`src/rtl/transaction_dispatcher.sv`:
```
// Pops the granted queue head and issues it as one memory request, then pulses consumed; tracks in-flight and per-queue completions.
// Latency: pop/m_valid one cycle after grant, consumed the cycle after the handshake; m_ready low stalls ISSUE with fields held.
module transaction_dispatcher #(
  parameter int NUMBER_OF_QUEUES = 4,
  parameter int ADDRESS_WIDTH    = 40,
  parameter int LENGTH_WIDTH     = 8,
  parameter int MAX_OUTSTANDING  = 4,
  parameter int REGISTER_SIZE    = 32
) (
  input  logic                                      clock,
  input  logic                                      reset,
  input  logic [$clog2(NUMBER_OF_QUEUES)-1:0]       id,
  input  logic                                      valid_and_ready,
  output logic                                      ready,
  output logic                                      consumed,
  output logic [NUMBER_OF_QUEUES-1:0]               pop,
  input  logic [NUMBER_OF_QUEUES*ADDRESS_WIDTH-1:0] queue_addr,
  input  logic [NUMBER_OF_QUEUES*LENGTH_WIDTH-1:0]  queue_len,
  input  logic [NUMBER_OF_QUEUES-1:0]               queue_write,
  output logic                                      m_valid,
  input  logic                                      m_ready,
  output logic [ADDRESS_WIDTH-1:0]                  m_addr,
  output logic [LENGTH_WIDTH-1:0]                   m_len,
  output logic                                      m_write,
  output logic [$clog2(NUMBER_OF_QUEUES)-1:0]       m_id,
  input  logic                                      resp_valid,
  input  logic [$clog2(NUMBER_OF_QUEUES)-1:0]       resp_id,
  output logic                                      resp_ready,
  output logic [$clog2(MAX_OUTSTANDING+1)-1:0]      outstanding,
  output logic [NUMBER_OF_QUEUES*REGISTER_SIZE-1:0] served,
  output logic                                      error
);

  localparam int NQ    = NUMBER_OF_QUEUES;
  localparam int AW    = ADDRESS_WIDTH;
  localparam int LW    = LENGTH_WIDTH;
  localparam int RS    = REGISTER_SIZE;
  localparam int ID_W  = $clog2(NUMBER_OF_QUEUES);
  localparam int OUT_W = $clog2(MAX_OUTSTANDING + 1);
  localparam logic [OUT_W-1:0] MAX_OUT = OUT_W'(MAX_OUTSTANDING);

  typedef enum logic [1:0] {IDLE, ISSUE, CONSUME} state_t;

  typedef struct packed {
    logic [ID_W-1:0] id;
    logic [AW-1:0]   addr;
    logic [LW-1:0]   len;
    logic            write;
  } req_t;

  state_t          state;
  req_t            req;
  logic [RS-1:0]   served_q [NQ];
  logic            handshake;
  logic            retire;

  // Derived only from registered state so the scheduler sees no path back from its own grant.
  assign ready      = (state == IDLE) && (outstanding < MAX_OUT);
  assign resp_ready = 1'b1;
  assign handshake  = m_valid && m_ready;
  assign retire     = resp_valid && (outstanding != '0);

  assign m_addr  = req.addr;
  assign m_len   = req.len;
  assign m_write = req.write;
  assign m_id    = req.id;

  always_ff @(posedge clock or posedge reset) begin
    if (reset) begin
      state    <= IDLE;
      req      <= '0;
      m_valid  <= 1'b0;
      pop      <= '0;
      consumed <= 1'b0;
    end else begin
      pop      <= '0;
      consumed <= 1'b0;
      case (state)
        IDLE: begin
          if (valid_and_ready && ready) begin
            req.id    <= id;
            req.addr  <= queue_addr[id*AW +: AW];
            req.len   <= queue_len[id*LW +: LW];
            req.write <= queue_write[id];
            pop       <= NQ'(1) << id;
            m_valid   <= 1'b1;
            state     <= ISSUE;
          end
        end
        ISSUE: begin
          if (m_ready) begin
            m_valid  <= 1'b0;
            consumed <= 1'b1;
            state    <= CONSUME;
          end
        end
        default: state <= IDLE;
      endcase
    end
  end

  // A response with nothing in flight is flagged but still counted against its queue.
  always_ff @(posedge clock or posedge reset) begin
    if (reset) begin
      outstanding <= '0;
      error       <= 1'b0;
    end else begin
      if (handshake && !retire)
        outstanding <= outstanding + OUT_W'(1);
      else if (!handshake && retire)
        outstanding <= outstanding - OUT_W'(1);
      if (resp_valid && (outstanding == '0))
        error <= 1'b1;
    end
  end

  always_ff @(posedge clock or posedge reset) begin
    if (reset) begin
      for (int i = 0; i < NQ; i++) served_q[i] <= '0;
    end else begin
      for (int i = 0; i < NQ; i++)
        if (resp_valid && (resp_id == ID_W'(i)))
          served_q[i] <= served_q[i] + RS'(1);
    end
  end

  always_comb begin
    served = '0;
    for (int i = 0; i < NQ; i++) served[i*RS +: RS] = served_q[i];
  end

endmodule

```
`config.mk`:
```
export PLATFORM = sky130hd
export DESIGN_NAME = transaction_dispatcher
export DESIGN_NICKNAME = d
export VERILOG_FILES = /design/src/rtl/transaction_dispatcher.sv
export SDC_FILE = /design/constraint.sdc
export NUM_CORES = 1
export LEC_CHECK = 0
export ABC_AREA = 0
export CAP_MARGIN = 20
export CORE_UTILIZATION = 40
export DETAILED_ROUTE_END_ITERATION = 6
export GPL_TIMING_DRIVEN = 1
export HOLD_SLACK_MARGIN = 0.1
export PLACE_DENSITY = 0.77
export SYNTH_ARGS = -nofsm -noshare
export SYNTH_HDL_FRONTEND = slang
export SYNTH_SLANG_ARGS = --single-unit
export TNS_END_PERCENT = 50
```
`constraint.sdc`:
```
create_clock -name clock -period 14.6 [get_ports clock]
set_input_delay 2.92 -clock clock [delete_from_list [all_inputs] [get_ports clock]]
set_output_delay 2.92 -clock clock [all_outputs]
set_load 0.01 [all_outputs]
```
## After elaboration in Yosys (flattened, before gate mapping)

Index checks and enable logic that the tools add are counted.
Widths: inputs -> output; s select.

| storage, ports and cells | value |
|---|---|
| register bits after elaboration | 191 |
| latch bits | 0 |
| bits in writable memories | 0 |
| memory bits (read-only) | 0 |
| logic and storage cells | 68 |
| memories kept | 0 |

| operators by class | value |
|---|---|
| add/sub/neg operators | 6 |
| $mul | 1 |
| divide/modulo/power cells | 0 |
| $lt $le $gt $ge | 2 |
| equal/unequal tests | 6 |
| shift-type cells | 3 |
| muxes and demuxes | 14 |
| bitwise gates (word level) | 0 |
| reductions and logical operators | 22 |

Operators with widths:

| kind | count |
|---|---|
| $shiftx 160x9->40 | 1 |
| $add 32x1->32 const B | 4 |
| $shiftx 32x6->8 | 1 |
| $logic_and 1x1->1 | 11 |
| $mux 4 | 2 |
| $mux 3 | 2 |
| $mul 2x3->5 const B | 1 |
| $mux 1 | 5 |
| $eq 2x1->1 const B | 2 |
| $eq 2x2->1 const B | 2 |
| $logic_not 2->1 | 2 |
| $mux 2 | 2 |
| $pmux 2 s2 | 1 |
| $reduce_and 2->1 | 2 |
| $reduce_bool 2->1 | 2 |
| $shl 1x2->4 const A | 1 |
| $add 3x1->3 const B | 1 |
| $logic_not 3->1 | 1 |
| $lt 2x3->1 const B | 1 |
| $lt 3x3->1 const B | 1 |
| $reduce_and 3->1 | 1 |
| $reduce_bool 3->1 | 1 |
| $sub 3x1->3 const B | 1 |
| $bmux 1 s2 | 1 |
| 4 further kinds | 5 |

## Longest topological paths before layout

| depth | value |
|---|---|
| depth after elaboration | 5 |
| gate-level depth with buffers | 8 |

## Worst setup path after synthesis

OpenSTA, ideal clock, no wires.

| timing | value |
|---|---|
| path kind | input-to-reg |
| from | input port resp_id[0] |
| to | register served_q (netlist bit served[62]) |
| setup time | 0.126 ns |
| data arrival time | 4.420 ns |
| required time | 14.474 ns |
| slack | 10.054 ns |
| cell stages on the path | 6 |
| buffers on the path | 2 |
| path through | buf_2 -> nand4b_4 -> or4_4 -> buf_6 -> or3_4 -> xnor2_2 |

| on the way | value |
|---|---|
| longest elaborated chain between the ends | 2 |

RTL lines:

| element | RTL line | RTL |
|---|---|---|
| start, declared | 27 | `input logic [$clog2(NUMBER_OF_QUEUES)-1:0] resp_id,` |
| $eq 2x1->1 | 122 | `if (resp_valid && (resp_id == ID_W'(i)))` |
| $logic_and 1x1->1 | 122 |  |
| end signal, assigned by index | 123 | `served_q[i] <= served_q[i] + RS'(1);` |
| end, declared | 53 | `logic [RS-1:0] served_q [NQ];` |

Every way passes these cells.
A chain may end at the register's enable or synchronous reset.

## Worst setup path after layout

| timing | value |
|---|---|
| from | register outstanding[2] |
| to | output port ready |

| on the way | value |
|---|---|
| longest elaborated chain between the ends | 2 |

RTL lines:

| element | RTL line | RTL |
|---|---|---|
| start, declared | 29 | `output logic [$clog2(MAX_OUTSTANDING+1)-1:0] outstanding,` |
| start signal, assigned | 109 | `outstanding <= outstanding + OUT_W'(1);` |
| start signal, assigned | 111 | `outstanding <= outstanding - OUT_W'(1);` |
| $lt 3x3->1 | 58 | `assign ready = (state == IDLE) && (outstanding < MAX_OUT);` |
| $logic_and 1x1->1 | 58 |  |
| end, declared | 14 | `output logic ready,` |

Every way passes these cells.

==> run_results.csv <==
group,metric,value,unit
timing,slew_headroom,32.77,%
floorplan,dieArea,0.02422,mm²
yosys,synth-edff-count,0,
detailed_routing,post-route-drc-count,0,
yosys,synth.area.top_cells,"dfrtp_1, mux4_2, xnor2_1",
setup_path,start_kind,"flop",
detailed_routing,wirelength,29.92,mm
timing,setup_violations,0,
setup_path,cp.arrival,1.86,ns
yosys,synth_cell_types,41,
setup_path,worstRegToRegCells,8,
clock_network,numCtsBuffers,17,
floorplan,die_h,155.6,µm
global_routing,grt_usage,25.07,%
yosys,synth_nets,1056,
pwr,p_leak,6.073,nW
setup_path,crit_type,"reg2out",
global_routing,grt_pass1_vias,8085,
hold_path,hp-class,"reg2reg",
setup_path,critPathSlowestCell,"clkdlybuf4s50_1",
timing,worst_pin_slew,1.000,ns
final_layout,syn_to_final_growth,51.19,%
yosys,ys_warn_count,0,
setup_path,cp_max_fo,4,
placed_design,hpwl,22.82,mm
clock_network,cts_tree,"done",
timing,max_freq,209.1,MHz
setup_path,end_kind,"output port",
yosys,synth.ff_latch_count,191,
yosys,ys_async_sr_fraction,100.0,%
detailed_routing,viasPerCell,5.147,
status,status,"finished clean",
placed_design,port_buffers,394,
final_layout,fillCellCount,1848,
clock_network,clkLatencyLatePin,0.43,ns
timing,finalHoldViolCount,0,
pwr,p_per_area,123.2,mW/mm²
clock_network,numClockSinks,191,
global_routing,grt_overflow,0,
timing,rsz0062_at_grt,"false",
detailed_routing,drt_iter0_markers,385,
pwr,internal_power,0.001173,W
clock_network,postCtsSetupRepairBufs,0,
yosys,syn-cell-area,0.009442,mm²
placed_design,place_area,0.01365,mm²
detailed_routing,firstDrtPassIters,5,
placed_design,place.gp.congestion,0.8407,
pwr,power_switching,0.0005853,W
timing,worst_slack,9.817,ns
detailed_routing,routedWlPerCell,19.18,µm
floorplan,coreArea,0.02292,mm²
timing,period_needed,4.783,ns
pwr,netSwitchingFraction,33.28,%
yosys,yosys.area.top_type,"dfrtp_1",
timing,finalSetupTns,0,ns
global_routing,grt_max_degree,126,
global_routing,grt_pass1_wl,45.67,mm
final_layout,design_area,0.01427,mm²
pwr,vdd_drop_max,0.09087,mV
detailed_routing,ant_nets,0,
final_layout,fin_nets,1438,
yosys,synth_area_per_cell,11.17,µm²
floorplan,start_util,41.20,%
clock_network,cts.repair.resized,0,
pwr,p_comb_share,32.4,%
timing,skew,0.02088,ns
yosys,synth_flop_cell,"dfrtp_1",
run,maxCapViolCount,0,
yosys,synth_cells,845,
clock_network,clk_pin_slew,0.08,ns
yosys,synth_most_common_cell,"nand2_1",
hold_path,hold-path-cell-count,2,
clock_network,root_buffer,"clkbuf_16",
floorplan,floorplan.rows,55,
setup_path,critPathRequiredTime,11.68,ns
yosys,synth_top_area_share,50.62,%
detailed_routing,dr_total_vias,8029,
clock_network,htree_levels,4,
floorplan,ioPinCount,396,
yosys,ys_seq_area_share,50.62,%
pwr,p_seq_share,41.1,%
yosys,synth_common_cells,"nand2_1, dfrtp_1, xnor2_1",
setup_path,crit_chain,"nor3_1 -> clkdlybuf4s50_1",
timing,fin_crit_sh,32.76,%
clock_network,cts_hold_buf,0,
timing,drv_slew,0,
clock_network,cts.path.max_buffers,2,
floorplan,die_x,155.6,µm
pwr,clockPowerShare,26.5,%
setup_path,slowest_delay,0.63,ns
final_layout,final_layout_size_suffix_gt1_share,8.475,%
placed_design,pre_cts_ws,9.386,ns
global_routing,antenna_found_initial,6,
==> through the flow <==
| stage | utilization (%) | total power, W | hold slack [ns] | std cells |
|---|---|---|---|---|
| 2_1_floorplan | - | 0.0009526 | 0.4932 | 845 |
| 3_3_place_gp | 59.55 | 0.001286 | 0.4491 | 1520 |
| 3_5_place_dp | 59.55 | 0.001298 | 0.4550 | 1520 |
| 4_1_cts | 62.12 | 0.001771 | 0.4793 | 1551 |
| 5_1_grt | 62.27 | 0.001849 | 0.4976 | 1558 |
| 6_report | 62.29 | 0.001759 | 0.4772 | 1560 |
==> routing by layer <==
metal	share of wire [%]	track usage (%)	up-vias	wire length (µm)
met2	53	43.56	257	15740
met3	6.9	8.056	36	2074
li1	-	-	3736	-
met4	2.8	11.30	0	844
met1	38	28.02	4000	11260
met5	0	0	-	0
==> sequential cells by signal, summed over array words and instances (netlist names), 2 cells and up <==
name	count
served	128
m_addr	40
m_len	8
pop	4
outstanding	3
m_id	2
state	2
==> layout by cell type (no fill, tap or decap), types with 3 or more instances in the layout <==
cell type,netlist,layout
xnor2_1,90,90
clkdlybuf4s50_1,0,392
ha_1,5,5
nor4_2,4,4
nor2_1,24,24
buf_4,1,5
diode_2,0,8
and3_1,20,20
dfrtp_1,191,191
nor3_1,27,27
nand4_1,61,61
nand3_1,34,34
clkbuf_16,0,17
nand2_1,202,201
inv_1,15,14
and4_1,14,14
clkinv_4,0,3
clkinv_8,0,3
mux4_2,49,49
nor4_1,3,3
xor2_1,36,36
mux2_2,3,3
inv_8,0,6
and2_1,8,7
==> layout make-up <==
class                           instances  area, µm²  share of cell area (%)
Sequential cell                       191       4780                   33.48
Multi-Input combinational cell        603       4444                   31.13
Timing Repair Buffer                  399       3986                   27.93
Clock buffer                           17      425.4                   2.980
Tap cell                              313      391.6                   2.743
Clock inverter                         14      163.9                   1.148
Inverter                               15      63.81                  0.4470
Antenna cell                            8      20.02                  0.1402
==> power by group through the flow <==
| stage | clock [W] | combinational [W] | sequential (W) |
|---|---|---|---|
| 2_1_floorplan | 0 | 0.000191 | 0.000762 |
| 3_3_place_gp | 0 | 0.000561 | 0.000725 |
| 3_5_place_dp | 0 | 0.000569 | 0.000729 |
| 4_1_cts | 0.000476 | 0.000573 | 0.000722 |
| 5_1_grt | 0.000495 | 0.000617 | 0.000738 |
| 6_report | 0.000466 | 0.000570 | 0.000723 |
==> kinds of logic (layout without fill, tap and decap cells) <==
kind of cell               count (synthesis)  in the layout  share of synthesized area [%]
AOI/OAI and AO/OA                          3              3                         0.1856
xor gates and xnor gates                 127            127                          11.86
adders and majority gates                  6              6                         0.8746
buffers and inverters                     51            445                          2.346
DFF                                      191            191                          50.62
muxes                                     52             52                          12.05
other                                      1              9                        0.03972
and+or+nand+nor                          414            414                          22.03
==> path summary, 6_finish.rpt <==
check / start / slack (ns) / to
setup reg to reg: outstanding[0] / 12.53 / outstanding[2]
setup / recovery: outstanding[2] / 9.82 / ready
hold / removal: m_addr[22] / 0.48 / m_addr[22]
hold reg to reg: m_addr[22] / 0.48 / m_addr[22]
min in group asynchronous: reset / 3.00 / served[10]
max in group asynchronous: reset / 10.06 / m_len[7]
==> worst max-delay path: cells and delay by family, from the launching register on <==
family,cells,cell delay (ns)
flip-flops,1,0.42
buffers and inverters,1,0.63
AND/OR/NAND/NOR,1,0.38
(Power assumes the default switching activity.)
